==> src/rtl/rocc_cmd_pkg.sv <==
// rocc_cmd_pkg: shared types and constants for the RoCC command dispatch slice.
//   cmd_t                 : one buffered compute command {funct, rd, rs1, rs2}, 140 bits
//   FUNCT_CFG_WR_DEFAULT  : default funct code that selects a config-register write
//   CMD_COUNT_W           : width of the forwarded-command counter
package rocc_cmd_pkg;

  typedef struct packed {
    logic [6:0]  funct;
    logic [4:0]  rd;
    logic [63:0] rs1;
    logic [63:0] rs2;
  } cmd_t;

  localparam logic [6:0]  FUNCT_CFG_WR_DEFAULT = 7'h00;
  localparam int unsigned CMD_COUNT_W          = 32;

endpackage

==> src/rtl/rocc_cmd_fifo.sv <==
// rocc_cmd_fifo: synchronous FIFO holding elements of type T.
//   clock, reset : clock and asynchronous active-low reset
//   push         : enqueue push_data (ignored while full)
//   full         : no space left
//   pop          : dequeue the head entry (ignored while empty)
//   empty        : no entries held
//   head         : oldest entry, all-zero while empty
//   occupancy    : number of entries held
module rocc_cmd_fifo #(
  parameter int unsigned DEPTH = 4,
  parameter type         T     = logic [7:0]
) (
  input  logic                    clock,
  input  logic                    reset,
  input  logic                    push,
  input  T                        push_data,
  output logic                    full,
  input  logic                    pop,
  output logic                    empty,
  output T                        head,
  output logic [$clog2(DEPTH):0]  occupancy
);

  localparam int unsigned AW = $clog2(DEPTH);

  T               mem [DEPTH];
  logic [AW-1:0]  wr_ptr;
  logic [AW-1:0]  rd_ptr;
  logic [AW:0]    occ;
  logic           do_push;
  logic           do_pop;

  assign full      = (occ == (AW+1)'(DEPTH));
  assign empty     = (occ == '0);
  assign do_push   = push & ~full;
  assign do_pop    = pop & ~empty;
  assign occupancy = occ;
  // Storage is not reset; gating keeps the visible head at zero while empty.
  assign head      = empty ? T'('0) : mem[rd_ptr];

  always_ff @(posedge clock) begin
    if (do_push) mem[wr_ptr] <= push_data;
  end

  always_ff @(posedge clock or negedge reset) begin
    if (!reset) begin
      wr_ptr <= '0;
      rd_ptr <= '0;
      occ    <= '0;
    end else begin
      if (do_push) wr_ptr <= wr_ptr + AW'(1);
      if (do_pop)  rd_ptr <= rd_ptr + AW'(1);
      unique case ({do_push, do_pop})
        2'b10:   occ <= occ + (AW+1)'(1);
        2'b01:   occ <= occ - (AW+1)'(1);
        default: occ <= occ;
      endcase
    end
  end

endmodule

==> src/rtl/rocc_cmd_dispatch.sv <==
// rocc_cmd_dispatch: front end between the RoCC command port and the accelerator core.
// Config writes are applied locally once all compute work has drained; compute commands
// are buffered in a FIFO and forwarded over a valid/ready handshake.
//   clock, reset        : clock and asynchronous active-low reset
//   io_cmd_*            : CPU command port (valid/ready, funct, rd, rs1, rs2)
//   acc_cmd_*           : command stream to the core (valid/ready, head entry fields)
//   acc_idle            : core has no command in progress
//   cfg_regs            : flattened config registers, reg i at [i*W +: W]
//   busy                : FIFO non-empty or core not idle
//   cfg_err             : sticky flag for an out-of-range config index
//   cmd_count           : compute commands handed to the core (wraps)
module rocc_cmd_dispatch
  import rocc_cmd_pkg::*;
#(
  parameter int unsigned FIFO_DEPTH      = 4,
  parameter int unsigned NUM_OF_CFG_REGS = 3,
  parameter int unsigned CFG_REG_WIDTH   = 32,
  parameter logic [6:0]  FUNCT_CFG_WR    = FUNCT_CFG_WR_DEFAULT
) (
  input  logic                                    clock,
  input  logic                                    reset,
  input  logic                                    io_cmd_valid,
  output logic                                    io_cmd_ready,
  input  logic [6:0]                              io_cmd_bits_inst_funct,
  input  logic [4:0]                              io_cmd_bits_inst_rd,
  input  logic [63:0]                             io_cmd_bits_rs1,
  input  logic [63:0]                             io_cmd_bits_rs2,
  output logic                                    acc_cmd_valid,
  input  logic                                    acc_cmd_ready,
  output logic [6:0]                              acc_cmd_funct,
  output logic [4:0]                              acc_cmd_rd,
  output logic [63:0]                             acc_cmd_rs1,
  output logic [63:0]                             acc_cmd_rs2,
  input  logic                                    acc_idle,
  output logic [NUM_OF_CFG_REGS*CFG_REG_WIDTH-1:0] cfg_regs,
  output logic                                    busy,
  output logic                                    cfg_err,
  output logic [CMD_COUNT_W-1:0]                  cmd_count
);

  cmd_t                         in_cmd;
  cmd_t                         head;
  logic                         fifo_full;
  logic                         fifo_empty;
  logic [$clog2(FIFO_DEPTH):0]  occupancy;
  logic                         is_cfg;
  logic                         cfg_fire;
  logic                         cmp_fire;
  logic                         acc_fire;
  logic [31:0]                  cfg_idx;
  logic [CFG_REG_WIDTH-1:0]     regs [NUM_OF_CFG_REGS];

  assign is_cfg  = (io_cmd_bits_inst_funct == FUNCT_CFG_WR);
  assign cfg_idx = io_cmd_bits_rs1[31:0];

  // Config writes wait for an empty queue and an idle core so they never overtake compute work.
  assign io_cmd_ready = is_cfg ? (fifo_empty & acc_idle) : ~fifo_full;
  assign cfg_fire     = io_cmd_valid & io_cmd_ready & is_cfg;
  assign cmp_fire     = io_cmd_valid & io_cmd_ready & ~is_cfg;
  assign acc_fire     = acc_cmd_valid & acc_cmd_ready;

  assign in_cmd = '{funct: io_cmd_bits_inst_funct, rd: io_cmd_bits_inst_rd,
                    rs1: io_cmd_bits_rs1, rs2: io_cmd_bits_rs2};

  rocc_cmd_fifo #(
    .DEPTH (FIFO_DEPTH),
    .T     (cmd_t)
  ) u_fifo (
    .clock     (clock),
    .reset     (reset),
    .push      (cmp_fire),
    .push_data (in_cmd),
    .full      (fifo_full),
    .pop       (acc_fire),
    .empty     (fifo_empty),
    .head      (head),
    .occupancy (occupancy)
  );

  assign acc_cmd_valid = ~fifo_empty;
  assign acc_cmd_funct = head.funct;
  assign acc_cmd_rd    = head.rd;
  assign acc_cmd_rs1   = head.rs1;
  assign acc_cmd_rs2   = head.rs2;

  assign busy = (occupancy != '0) | ~acc_idle;

  always_ff @(posedge clock or negedge reset) begin
    if (!reset) begin
      for (int unsigned i = 0; i < NUM_OF_CFG_REGS; i++) regs[i] <= '0;
      cfg_err <= 1'b0;
    end else if (cfg_fire) begin
      if (cfg_idx < NUM_OF_CFG_REGS) begin
        for (int unsigned i = 0; i < NUM_OF_CFG_REGS; i++) begin
          if (cfg_idx == i) regs[i] <= io_cmd_bits_rs2[CFG_REG_WIDTH-1:0];
        end
      end else begin
        cfg_err <= 1'b1;
      end
    end
  end

  always_ff @(posedge clock or negedge reset) begin
    if (!reset) begin
      cmd_count <= '0;
    end else if (acc_fire) begin
      cmd_count <= cmd_count + CMD_COUNT_W'(1);
    end
  end

  always_comb begin
    cfg_regs = '0;
    for (int unsigned i = 0; i < NUM_OF_CFG_REGS; i++) begin
      cfg_regs[i*CFG_REG_WIDTH +: CFG_REG_WIDTH] = regs[i];
    end
  end

endmodule

==> config.mk <==
export PLATFORM = sky130hd
export DESIGN_NAME = rocc_cmd_dispatch
export DESIGN_NICKNAME = d
export VERILOG_FILES = /design/src/rtl/rocc_cmd_pkg.sv /design/src/rtl/rocc_cmd_fifo.sv /design/src/rtl/rocc_cmd_dispatch.sv
export SDC_FILE = /design/constraint.sdc
export NUM_CORES = 1
export LEC_CHECK = 0
export BUFFER_PORTS_ARGS = -buffer_cell sky130_fd_sc_hd__buf_2
export CORE_ASPECT_RATIO = 1.2
export CORE_MARGIN = 2
export CORE_UTILIZATION = 40
export DETAILED_ROUTE_END_ITERATION = 10
export MAX_ROUTING_LAYER = met4
export PLACE_DENSITY = 0.67
export SETUP_SLACK_MARGIN = 0.3
export SYNTH_ARGS = -nofsm -noshare
export SYNTH_HDL_FRONTEND = slang
export SYNTH_SLANG_ARGS = --single-unit
==> constraint.sdc <==
create_clock -name clock -period 6.15 [get_ports clock]
set_input_delay 0.3075 -clock clock [delete_from_list [all_inputs] [get_ports clock]]
set_output_delay 0.3075 -clock clock [all_outputs]
set_load 0.02 [all_outputs]
==> results.yml <==
global_routing:
  grt-ovfl-total: 0
  grt_usage: 0.181
  busiest_layer: "met2"
  gr-usage-met3: 0.0385
  grt_pass1_wl_um: 93600
  first_global_vias: 15601
  gr-usage-met2: 0.308
  grt_start_max_net_pins: 99
  grt.met1_usage: 0.215
  antenna_found_initial: 3
pwr:
  peakVddDrop_mv: 0.280
  leakagePower_nw: 13.0
  cellPowerDensity_nw_per_um2: 465
timing:
  hold_slack_ns: 0.0405
  slew_headroom: 0.0467
  finalHoldViolCount: 0
  period_share: 0.577
  rsz0062_at_grt: "no"
  setup_ws_ns: 2.60
  setup_violations: 0
  finalMaxSlewViolations: 0
  maxClockFrequency_mhz: 282
  clock_skew_ns: 0.0167
  setup_tns_ns: 0
  worstMarginPinSlew_ns: 1.42
  period_needed_ns: 3.55
clock_tree:
  tritoncts: "done"
  cts.sinks: 696
  cts_buffers: 71
  cts_setup_buffers: 0
  htree_levels: 3
  root_buffer: "clkbuf_16"
  cts.clk_slew.worst_paths_ns: 0.06
  clockBufferDepth: 3
  clock_latency_ns: 0.61
  post_cts_resized: 0
detailed_routing:
  wl_um: 61800
  dr.first_iter.drc_count: 798
  avgRoutedWirePerCell_um: 21.8
  drc: 0
  vias: 14185
  ant_nets: 0
  first_pass_iters: 5
  via_per_inst: 5.01
yosys:
  async_flop_share: 0.195
  synth_most_common_cell: "edfxtp_1"
  syn_area_um2: 27100
  synthTopCellsByCount: "edfxtp_1, and2_1, mux4_2"
  synth_area_leaders: "edfxtp_1, dfrtp_1, mux4_2"
  yosysTopAreaCellShare: 0.620
  synth_nets: 1436
  synth_cells: 1284
  yosys_warnings: 0
  synth_seq_cells: 696
  yosys.area.top_type: "edfxtp_1"
  synth_edf_count: 560
  yosysSeqAreaShare: 0.746
  ys_types: 39
  avgSynthCellArea_um2: 21.1
  yosys_most_used_dff: "edfxtp_1"
final_layout:
  fin_util: 0.509
  finalNetCount: 2023
  nFillCells: 5447
  multi_input_area_um2: 6550
  layout.cells.non_filler: 2834
  drive_gt1_frac: 0.419
  syn_to_final_growth_pct: 25.8
  seq_area_um2: 20200
die:
  die_area_um2: 69900
  fp.coreArea_um2: 67000
  die_w_um: 242
  io-pin-count: 417
  die_h_um: 289
  num_rows: 104
  start_util: 0.405
run_status:
  status: "finished, final reports clean"
setup_path:
  worstPathRequired_ns: 5.84
  worst_setup_path_start_kind: "register"
  cp-end-kind: "output pin"
  crit_arrival_ns: 3.24
  criticalPathCategory: "reg -> out"
  crit_fanout: 69
place:
  hpwl_um: 37100
  dpl.cell_count: 2559
  pre_cts_ws_ns: 2.72
  port_buffers: 416
  finalWeightedCongestion: 0.776
hold_path:
  hp-class: "in -> reg"
job:
  max_cap_viol_count: 0
power breakdown:
group / switching (W) / internal, W
combinational: 0.00294 / 0.00203
clock: 0.00183 / 0.00272
sequential: 0.000358 / 0.00598
total: 0.00513 / 0.0107
metrics by stage:
| stage | power, W | cell area, um2 |
|---|---|---|
| 3_5_place_dp | 0.0115 | 30200 |
| 5_1_grt | 0.0166 | 34100 |
| 2_1_floorplan | 0.00971 | 27100 |
| 4_1_cts | 0.0161 | 34100 |
| 3_3_place_gp | 0.0114 | 30200 |
| 6_report | 0.0158 | 34100 |
cell usage in the layout, fill, tap and decap left out, drive strengths merged:
cell type    instances
nor2                 8
or3                  1
a21oi                2
o21bai               1
xnor2               28
nor4b                2
nor3                 6
mux2i                1
dlygate4sd3        140
nand2               14
nand2b               1
nand3               13
clkinv              25
edfxtp             560
and3                 5
dfrtp              136
diode                3
nand3b               1
mux4               140
o311ai               1
bufinv              10
mux2                97
and2               145
xor2                 9
nand4               17
clkinvlp             3
o31ai                1
buf                436
ha                   6
nor4                14
inv                 15
fa                   1
clkbuf              89
a211oi               1
and4                 1
critical path: stages (launching register included):
cell,delay (ns)
dfrtp_4,0.98
buf_12,0.57
mux4_2,0.59
and2_1,0.19
buf_2,0.16
logic make-up (layout without fill, tap and decap cells):
| group | count (synthesis) | in the layout | synth area share |
|---|---|---|---|
| fa+ha+maj | 7 | 7 | 0.00351 |
| xor+xnor | 37 | 37 | 0.0120 |
| buf+inv | 72 | 718 | 0.0135 |
| simple gates | 228 | 228 | 0.0541 |
| compound gates | 6 | 6 | 0.00171 |
| flops | 696 | 696 | 0.746 |
| other cells | 0 | 3 | 0 |
| mux | 238 | 238 | 0.169 |
final cells by class:
cell class	count	area share
diodes	3	0.000220
clock buffers	89	0.0575
multi-input cells	516	0.192
flip-flops and latches	696	0.593
inverters	10	0.00110
well taps	901	0.0331
clock inverters	43	0.0159
repair buffers	576	0.107
sequential cells by signal, indices dropped and copies added, names as in the netlist:
| name | cells |
|---|---|
| cfg_err | 1 |
| u_fifo.mem | 560 |
| cmd_count | 32 |
| u_fifo.rd_ptr | 2 |
| u_fifo.wr_ptr | 2 |
| cfg_regs | 96 |
| u_fifo.occupancy | 3 |
final timing paths:
path | start | end | slack [ns] | cells after the start
setup / recovery | u_fifo.rd_ptr[0] | acc_cmd_rs2[29] | 2.60 | 4
setup reg to reg | u_fifo.occupancy[0] | u_fifo.mem[3][68] | 3.13 | 5
hold reg to reg | cfg_err | cfg_err | 0.49 | 1
max in group asynchronous | reset | u_fifo.rd_ptr[0] | 4.35 | 3
hold / removal | io_cmd_bits_rs1[5] | u_fifo.mem[2][69] | 0.04 | 1
min in group asynchronous | reset | cfg_regs[29] | 0.30 | 2
timing repair:
action,CTS,global route
hold buffers,140,0
endpoints found under the setup margin,0,0
endpoints found under the hold margin,641,0
layer usage:
metal	up-vias	wire length [um]
met5	-	0
met4	0	1540
li1	6255	-
met2	405	31900
met3	77	3450
met1	7448	24900
No activity file was read; power rests on OpenSTA's default activity.
